### src/rtl/flex_counter.sv
// Purpose : programmable up-counter that rolls over to 1 after reaching rollover_val, with a registered terminal-count flag.
// Latency : one clk edge from clear/count_enable/rollover_val to count_out and rollover_flag; both outputs come straight from registers.
// Backpressure: none; count_enable low simply holds the count and the flag.
//
// Ports:
//   clk           - single clock, all state changes on its rising edge
//   nrst          - synchronous reset, active-high despite the name; beats clear and count_enable
//   clear         - synchronous clear to 0, beats count_enable
//   count_enable  - advance the count at the next edge
//   rollover_val  - terminal count value (unsigned, NUM_BITS wide)
//   count_out     - current count (register output)
//   rollover_flag - high while count_out equals rollover_val (register output)
module flex_counter #(
    parameter int NUM_BITS = 4
) (
    input  logic                clk,
    input  logic                nrst,
    input  logic                clear,
    input  logic                count_enable,
    input  logic [NUM_BITS-1:0] rollover_val,
    output logic [NUM_BITS-1:0] count_out,
    output logic                rollover_flag
);

    localparam logic [NUM_BITS-1:0] ONE = {{(NUM_BITS-1){1'b0}}, 1'b1};

    logic [NUM_BITS-1:0] r_count;
    logic                r_flag;
    logic [NUM_BITS-1:0] w_next_count;
    logic                w_next_flag;

    always_comb begin
        w_next_count = r_count;
        if (clear) begin
            w_next_count = '0;
        end else if (count_enable) begin
            // Terminal count restarts at 1, not 0; every other value wraps
            // naturally modulo 2^NUM_BITS.
            if (r_count == rollover_val) begin
                w_next_count = ONE;
            end else begin
                w_next_count = r_count + ONE;
            end
        end
        // Comparing against the next count (rather than the current one)
        // keeps the flag aligned with count_out instead of a cycle behind.
        // It is evaluated even when holding, so a change of rollover_val
        // shows up at the following edge.
        w_next_flag = clear ? 1'b0 : (w_next_count == rollover_val);
    end

    always_ff @(posedge clk) begin
        if (nrst) begin
            r_count <= '0;
            r_flag  <= 1'b0;
        end else begin
            r_count <= w_next_count;
            r_flag  <= w_next_flag;
        end
    end

    assign count_out     = r_count;
    assign rollover_flag = r_flag;

endmodule

### config.mk
export PLATFORM = sky130hd
export DESIGN_NAME = flex_counter
export DESIGN_NICKNAME = d
export VERILOG_FILES = /design/src/rtl/flex_counter.sv
export SDC_FILE = /design/constraint.sdc
export NUM_CORES = 1
export LEC_CHECK = 0
export ABC_AREA = 0
export CAP_MARGIN = 15
export CORE_AREA = 4 4 41 43
export CTS_CLUSTER_SIZE = 30
export DETAILED_ROUTE_END_ITERATION = 8
export DIE_AREA = 0 0 45 47
export SLEW_MARGIN = 25
export SYNTH_ARGS = -nofsm -noshare
export SYNTH_HDL_FRONTEND = slang
export SYNTH_SLANG_ARGS = --single-unit
export TNS_END_PERCENT = 20
### constraint.sdc
create_clock -name clk -period 1.9 [get_ports clk]
set_clock_uncertainty 0.05 [all_clocks]
set_input_delay 0.57 -clock clk [delete_from_list [all_inputs] [get_ports clk]]
set_output_delay 0.57 -clock clk [all_outputs]
set_load 0.005 [all_outputs]
==> impl_metrics.yaml, run 1 <==
pwr:
  design_power_total_mw: 0.319
  p_per_area_mw_per_mm2: 459
  peakVddDrop_mv: 0.336
  power_leakage_nw: 0.272
timing:
  min_period_over_period_pct: 99.0
  hold_violations: 0
  setup_tns_ns: 0
  slew_headroom_pct: 79.4
  worst_hold_slack_ns: 0.471
  tightestPinTransition_ns: 0.309
  fmax_mhz: 532
  rsz0062_at_grt: "yes"
  setup_viol_count_final: 0
  slew_viol_final: 0
  period_minus_slack_ns: 1.88
  setup_ws_ns: 0.0195
drt:
  antenna_left: 0
  drt-total-wl_microns: 1160
  viasPerCell: 4.82
  drtIter0Drc: 12
  vias: 434
  drc: 0
  drtPass1Iterations: 4
  route.detailed.wl_per_inst_microns: 12.9
clock_network:
  clk_pin_slew_ns: 0.05
  h-tree-depth: 1
  cts.path.max_buffers: 2
  cts_tree: "done"
  clk-insertion-delay-late_ns: 0.25
  numClockSinks: 5
  numCtsBuffers: 3
  postCtsHoldBufs: 0
  root_buffer: "clkbuf_4"
global_route:
  grt_pass1_wl_microns: 1840
  grt_use_total_pct: 12.7
  grt_antenna_before_repair: 0
  grt_max_degree: 12
  gr-total-overflow: 0
  first_global_vias: 395
hold_path:
  hold_path_class: "flip-flop to flip-flop"
  min_from: "count_out[2]"
  min_path_cells: 2
  whs_endpoint: "count_out[2]"
placement:
  dp_cells: 85
  dpl_worst_slack_ns: -0.501
  gp_congestion: 0.845
  hpwl_microns: 817
  post_dp_cell_area_sq_um: 619
  port_buffers: 12
setup_path:
  worst-setup-path-type: "input pin to flip-flop"
  reg2reg_to: "rollover_flag"
  timing.rr.start: "count_out[3]"
  worstPathMaxFanout: 6
  worst-endpoint-required_ns: 2.03
  worstSetupEndpointType: "flip-flop"
  reg2regPathDepth: 6
  arrival_ns: 2.01
  r2r_slack_ns: 0.22
  startpoint_type: "input pin"
synth:
  syn_nets: 58
  postSynthAreaPerCell_sq_um: 8.45
  syn_inst: 49
  syn-cell-area_sq_um: 414
  synth-seq-area-share_pct: 24.2
  ys_types: 28
  synth_seq_cells: 5
  ys.warnings.count: 0
die:
  die_y_microns: 47
  core_sq_mm: 0.00130
  start_util_pct: 31.8
  row_count: 13
  io_pins: 13
  die-area_sq_mm: 0.00212
  dieWidth_microns: 45
cells_and_area:
  postLayoutCellArea_sq_um: 694
  fin_nets: 85
  final_util_pct: 53.4
  fin_cells: 90
  area_growth_pct: 67.7
  antenna_cells: 0
  drive_gt1_share_pct: 37.3
  num-fill-cells: 130
  regArea_sq_um: 104
  multi_input_area_sq_um: 333
run_status:
  status: "finished, final reports clean"
run:
  maxCapViolCount: 0
-- worst max-delay path, stage by stage --
cell and delay (ns):
dlygate4sd2_1 0.27, xor2_2 0.19, nor4_4 0.24, buf_4 0.19
mux2i_1 0.08, a221o_1 0.35, nor3_2 0.11
-- state kept, by name (all words and copies together), names as in the netlist --
name	count
count_out	4
rollover_flag	1
-- per-layer routing --
metal	part of all wire (%)	GRT usage [%]	up-vias
met2	46	17.5	13
met3	6.1	4.98	6
met1	45	16.0	190
li1	-	-	225
met5	0	0	-
met4	3.5	8.77	0
-- how the worst max path moves through the flow --
| stage | start | end | slack, ns | cells after the start |
|---|---|---|---|---|
| 3_3_place_gp | rollover_val[3] | rollover_flag | -0.42 | 6 |
| 6_report | rollover_val[1] | rollover_flag | 0.02 | 7 |
| 4_1_cts | count_out[2] | count_out[2] | 0.002 | 1 |
| 5_1_grt | count_enable | rollover_flag | -0.05 | 6 |
| 2_1_floorplan | rollover_val[2] | rollover_flag | 0.09 | 5 |
| 3_5_place_dp | rollover_val[2] | rollover_flag | -0.50 | 6 |
-- cell type report --
cell class | count | share of cell area [%]
multi-input cells | 40 | 47.9
clock buffers | 4 | 3.78
flip-flops and latches | 5 | 15.0
inverters | 2 | 1.08
well taps | 15 | 2.70
repair buffers | 24 | 29.5
-- logic make-up (layout without fill, tap and decap cells) --
group / Yosys count / in the layout / share of synthesized area [%]
XOR/XNOR: 7 / 7 / 16.6
adder cells (fa/ha/maj): 1 / 1 / 3.02
AND/OR/NAND/NOR: 20 / 20 / 28.4
AO/OA/AOI/OAI: 11 / 11 / 19.6
flip-flops: 5 / 5 / 24.2
multiplexers: 1 / 1 / 2.42
buffers and inverters: 4 / 30 / 5.74
-- power breakdown --
part / internal (mW) / total, mW / switching, mW
clock network: 0.0799 / 0.132 / 0.0520
registers: 0.107 / 0.111 / 0.00399
logic: 0.0414 / 0.0756 / 0.0342
total: 0.229 / 0.319 / 0.0902
-- synthesized netlist by cell type --
cell type / number / share of area (%)
nor3_1: 1 / 1.2
ha_1: 1 / 3.0
dfxtp_1: 5 / 24
nor4_1: 1 / 1.5
and2_2: 1 / 1.8
nand3_1: 1 / 1.2
nor4_4: 1 / 5.1
xor2_2: 1 / 3.9
a21oi_1: 1 / 1.2
buf_2: 1 / 1.2
xnor2_1: 1 / 2.1
o221ai_1: 1 / 2.1
buf_6: 1 / 2.7
inv_1: 2 / 1.8
mux2i_1: 1 / 2.4
xor2_1: 5 / 11
a22oi_1: 1 / 1.8
a221o_1: 2 / 4.8
a2bb2oi_1: 1 / 2.1
a2111oi_0: 1 / 2.1
nand4_1: 1 / 1.5
nor2_1: 6 / 5.4
a21boi_0: 1 / 1.8
nand2_1: 4 / 3.6
nor2b_1: 1 / 1.5
o21ai_0: 3 / 3.6
nor3_2: 1 / 2.4
or3_1: 2 / 3.0
-- cell usage in the layout, fill, tap and decap left out, drive strengths merged, types with 2 or more instances in the layout --
cell type       n
nor3            2
dfxtp           5
clkdlybuf4s50   8
clkbuf          4
buf            12
inv             2
dlygate4sd2     4
nand2           4
xor2            6
or3             2
nor2            6
o21ai           3
a221o           2
nor4            2
-- what timing repair did --
action	4_1_cts	5_1_grt
pin swaps	2	0
hold endpoints to repair	0	0
resized for setup	11	3
endpoints found under the setup margin	5	3
buffers inserted	1	0
Note: power is estimated with default switching activity, not from simulation.
==> run 2: changes to the inputs <==
--- a/config.mk
+++ b/config.mk
@@ -11,6 +11,8 @@
 export CTS_CLUSTER_SIZE = 30
 export DETAILED_ROUTE_END_ITERATION = 8
 export DIE_AREA = 0 0 45 47
+export GPL_TIMING_DRIVEN = 0
+export MAX_ROUTING_LAYER = met4
 export SLEW_MARGIN = 25
 export SYNTH_ARGS = -nofsm -noshare
 export SYNTH_HDL_FRONTEND = slang
==> impl_metrics.yaml, run 2 (synthesis results as in run 1) <==
run_status:
  status: "finished, final reports clean"
run:
  maxCapViolCount: 0
placement:
  port_buffers: 12
  dpl_worst_slack_ns: -0.589
  gp_congestion: 0.766
  hpwl_microns: 748
global_route:
  grt_max_degree: 11
  gr-total-overflow: 0
  grt_use_total_pct: 12.8
  first_global_vias: 422
  grt_pass1_wl_microns: 1840
  grt_antenna_before_repair: 0
die:
  dieWidth_microns: 45
  io_pins: 13
  die-area_sq_mm: 0.00212
  core_sq_mm: 0.00130
  row_count: 13
  start_util_pct: 31.8
  die_y_microns: 47
cells_and_area:
  num-fill-cells: 138
  antenna_cells: 0
  largest_register_ffs: 4
  regArea_sq_um: 103
  final_cell_mix: "7 x clkdlybuf4s50_1, 5 x xor2_2, 5 x nor2_1"
  multi_input_area_sq_um: 329
  final_common_cell: "clkdlybuf4s50_1"
  area_growth_pct: 52.6
  fin_nets: 78
  drive_gt1_share_pct: 33.8
setup_path:
  worst-setup-path-type: "flip-flop to primary output"
  cpPeakStageDelay_ns: 0.55
  critPathSlowestCell: "clkdlybuf4s50_1"
  worstPathMaxFanout: 3
  crit_family: "buffers and inverters"
  arrival_ns: 1.24
  startpoint_type: "flip-flop"
  crit_chain: "clkdlybuf4s50_1"
  critPathBufInv: 1
  worstSetupEndpointType: "primary output"
  worst-endpoint-required_ns: 1.28
drt:
  drc: 0
  drtPass1Iterations: 4
  antenna_left: 0
  viasPerCell: 5.10
  vias: 423
  route.detailed.wl_per_inst_microns: 13.8
  drt-total-wl_microns: 1150
  drtIter0Drc: 8
pwr:
  clkPwrFrac_pct: 41.7
  p_per_area_mw_per_mm2: 482
  intPower_mw: 0.220
  switching_share_pct: 27.8
  power_leakage_nw: 0.246
  power_switching_mw: 0.0847
  peakVddDrop_mv: 0.306
  combPwrFrac_pct: 22.5
  pwr-share-seq_pct: 35.8
hold_path:
  hold_path_class: "flip-flop to flip-flop"
timing:
  slew_headroom_pct: 81.0
  setup_tns_ns: 0
  min_period_over_period_pct: 97.9
  setup_ws_ns: 0.0404
  hold_violations: 0
  setup_viol_count_final: 0
  fmax_mhz: 538
  tightestPinTransition_ns: 0.284
  period_minus_slack_ns: 1.86
  worst_hold_slack_ns: 0.488
  slew_viol_final: 0
clock_network:
  h-tree-depth: 1
  numCtsBuffers: 3
  cts.path.max_buffers: 2
  root_buffer: "clkbuf_4"
  cts_tree: "done"
  numClockSinks: 5
  clk_pin_slew_ns: 0.04
  clk-insertion-delay-late_ns: 0.25
  postCtsHoldBufs: 0
-- run 2: changes by cell type in the layout (fill, tap and decap cells not counted), sizes merged --
cell	before	now
buf	12	4
clkdlybuf4s50	8	7
clkbuf	4	8
dlygate4sd2	4	1
dlymetal6s2s	0	1
-- run 2: timing repair --
item,CTS,global route
buffers inserted,3,0
setup endpoints to repair,4,1
resized for setup,11,11
pin swaps,2,0
-- run 2: metrics by stage --
stage	area (sq um)	instances	utilization (%)	total power, mW
final	632	83	48.6	0.305
after CTS	624	83	48.0	0.302
after detailed placement	553	76	42.5	0.173
after floorplan	414	49	-	0.143
after global placement	553	76	42.5	0.173
after global routing	632	83	48.6	0.324
-- run 2: final cells by class --
class	count	area share [%]
multi-input combinational	40	52.1
timing repair buffer	15	20.4
sequential	5	16.2
clock buffer	4	4.16
buffer	2	2.97
tap	15	2.97
inverter	2	1.19
-- run 2: power by group through the flow --
stage | sequential [mW] | clock [mW] | combinational [mW]
after floorplan | 0.111 | 0 | 0.0325
after global placement | 0.111 | 0 | 0.0627
after detailed placement | 0.111 | 0 | 0.0627
after CTS | 0.109 | 0.127 | 0.0666
after global routing | 0.109 | 0.141 | 0.0740
final | 0.109 | 0.127 | 0.0684
-- run 2: layer usage --
metal	global-route usage (%)	part of all wire, %	vias up
met2	19.5	51	16
met3	5.75	7.9	2
met4	3.51	0.52	0
li1	-	-	211
met1	15.1	41	194
met5	-	0	-
-- run 2: worst register-to-register path, stage by stage, from the launching register on --
cell	delay (ns)
dfxtp_1	0.33
buf_6	0.14
xor2_2	0.18
nor4_4	0.20
buf_4	0.19
mux2i_1	0.10
a221o_1	0.36
nor3_2	0.09
-- run 2: path summary, 6_finish.rpt --
path	start	endpoint	slack, ns	cells after the start
setup reg to reg	count_out[0]	rollover_flag	0.20	7
hold reg to reg	count_out[2]	count_out[2]	0.49	2
hold / removal	count_out[2]	count_out[2]	0.49	2
setup / recovery	count_out[3]	count_out[3]	0.04	1
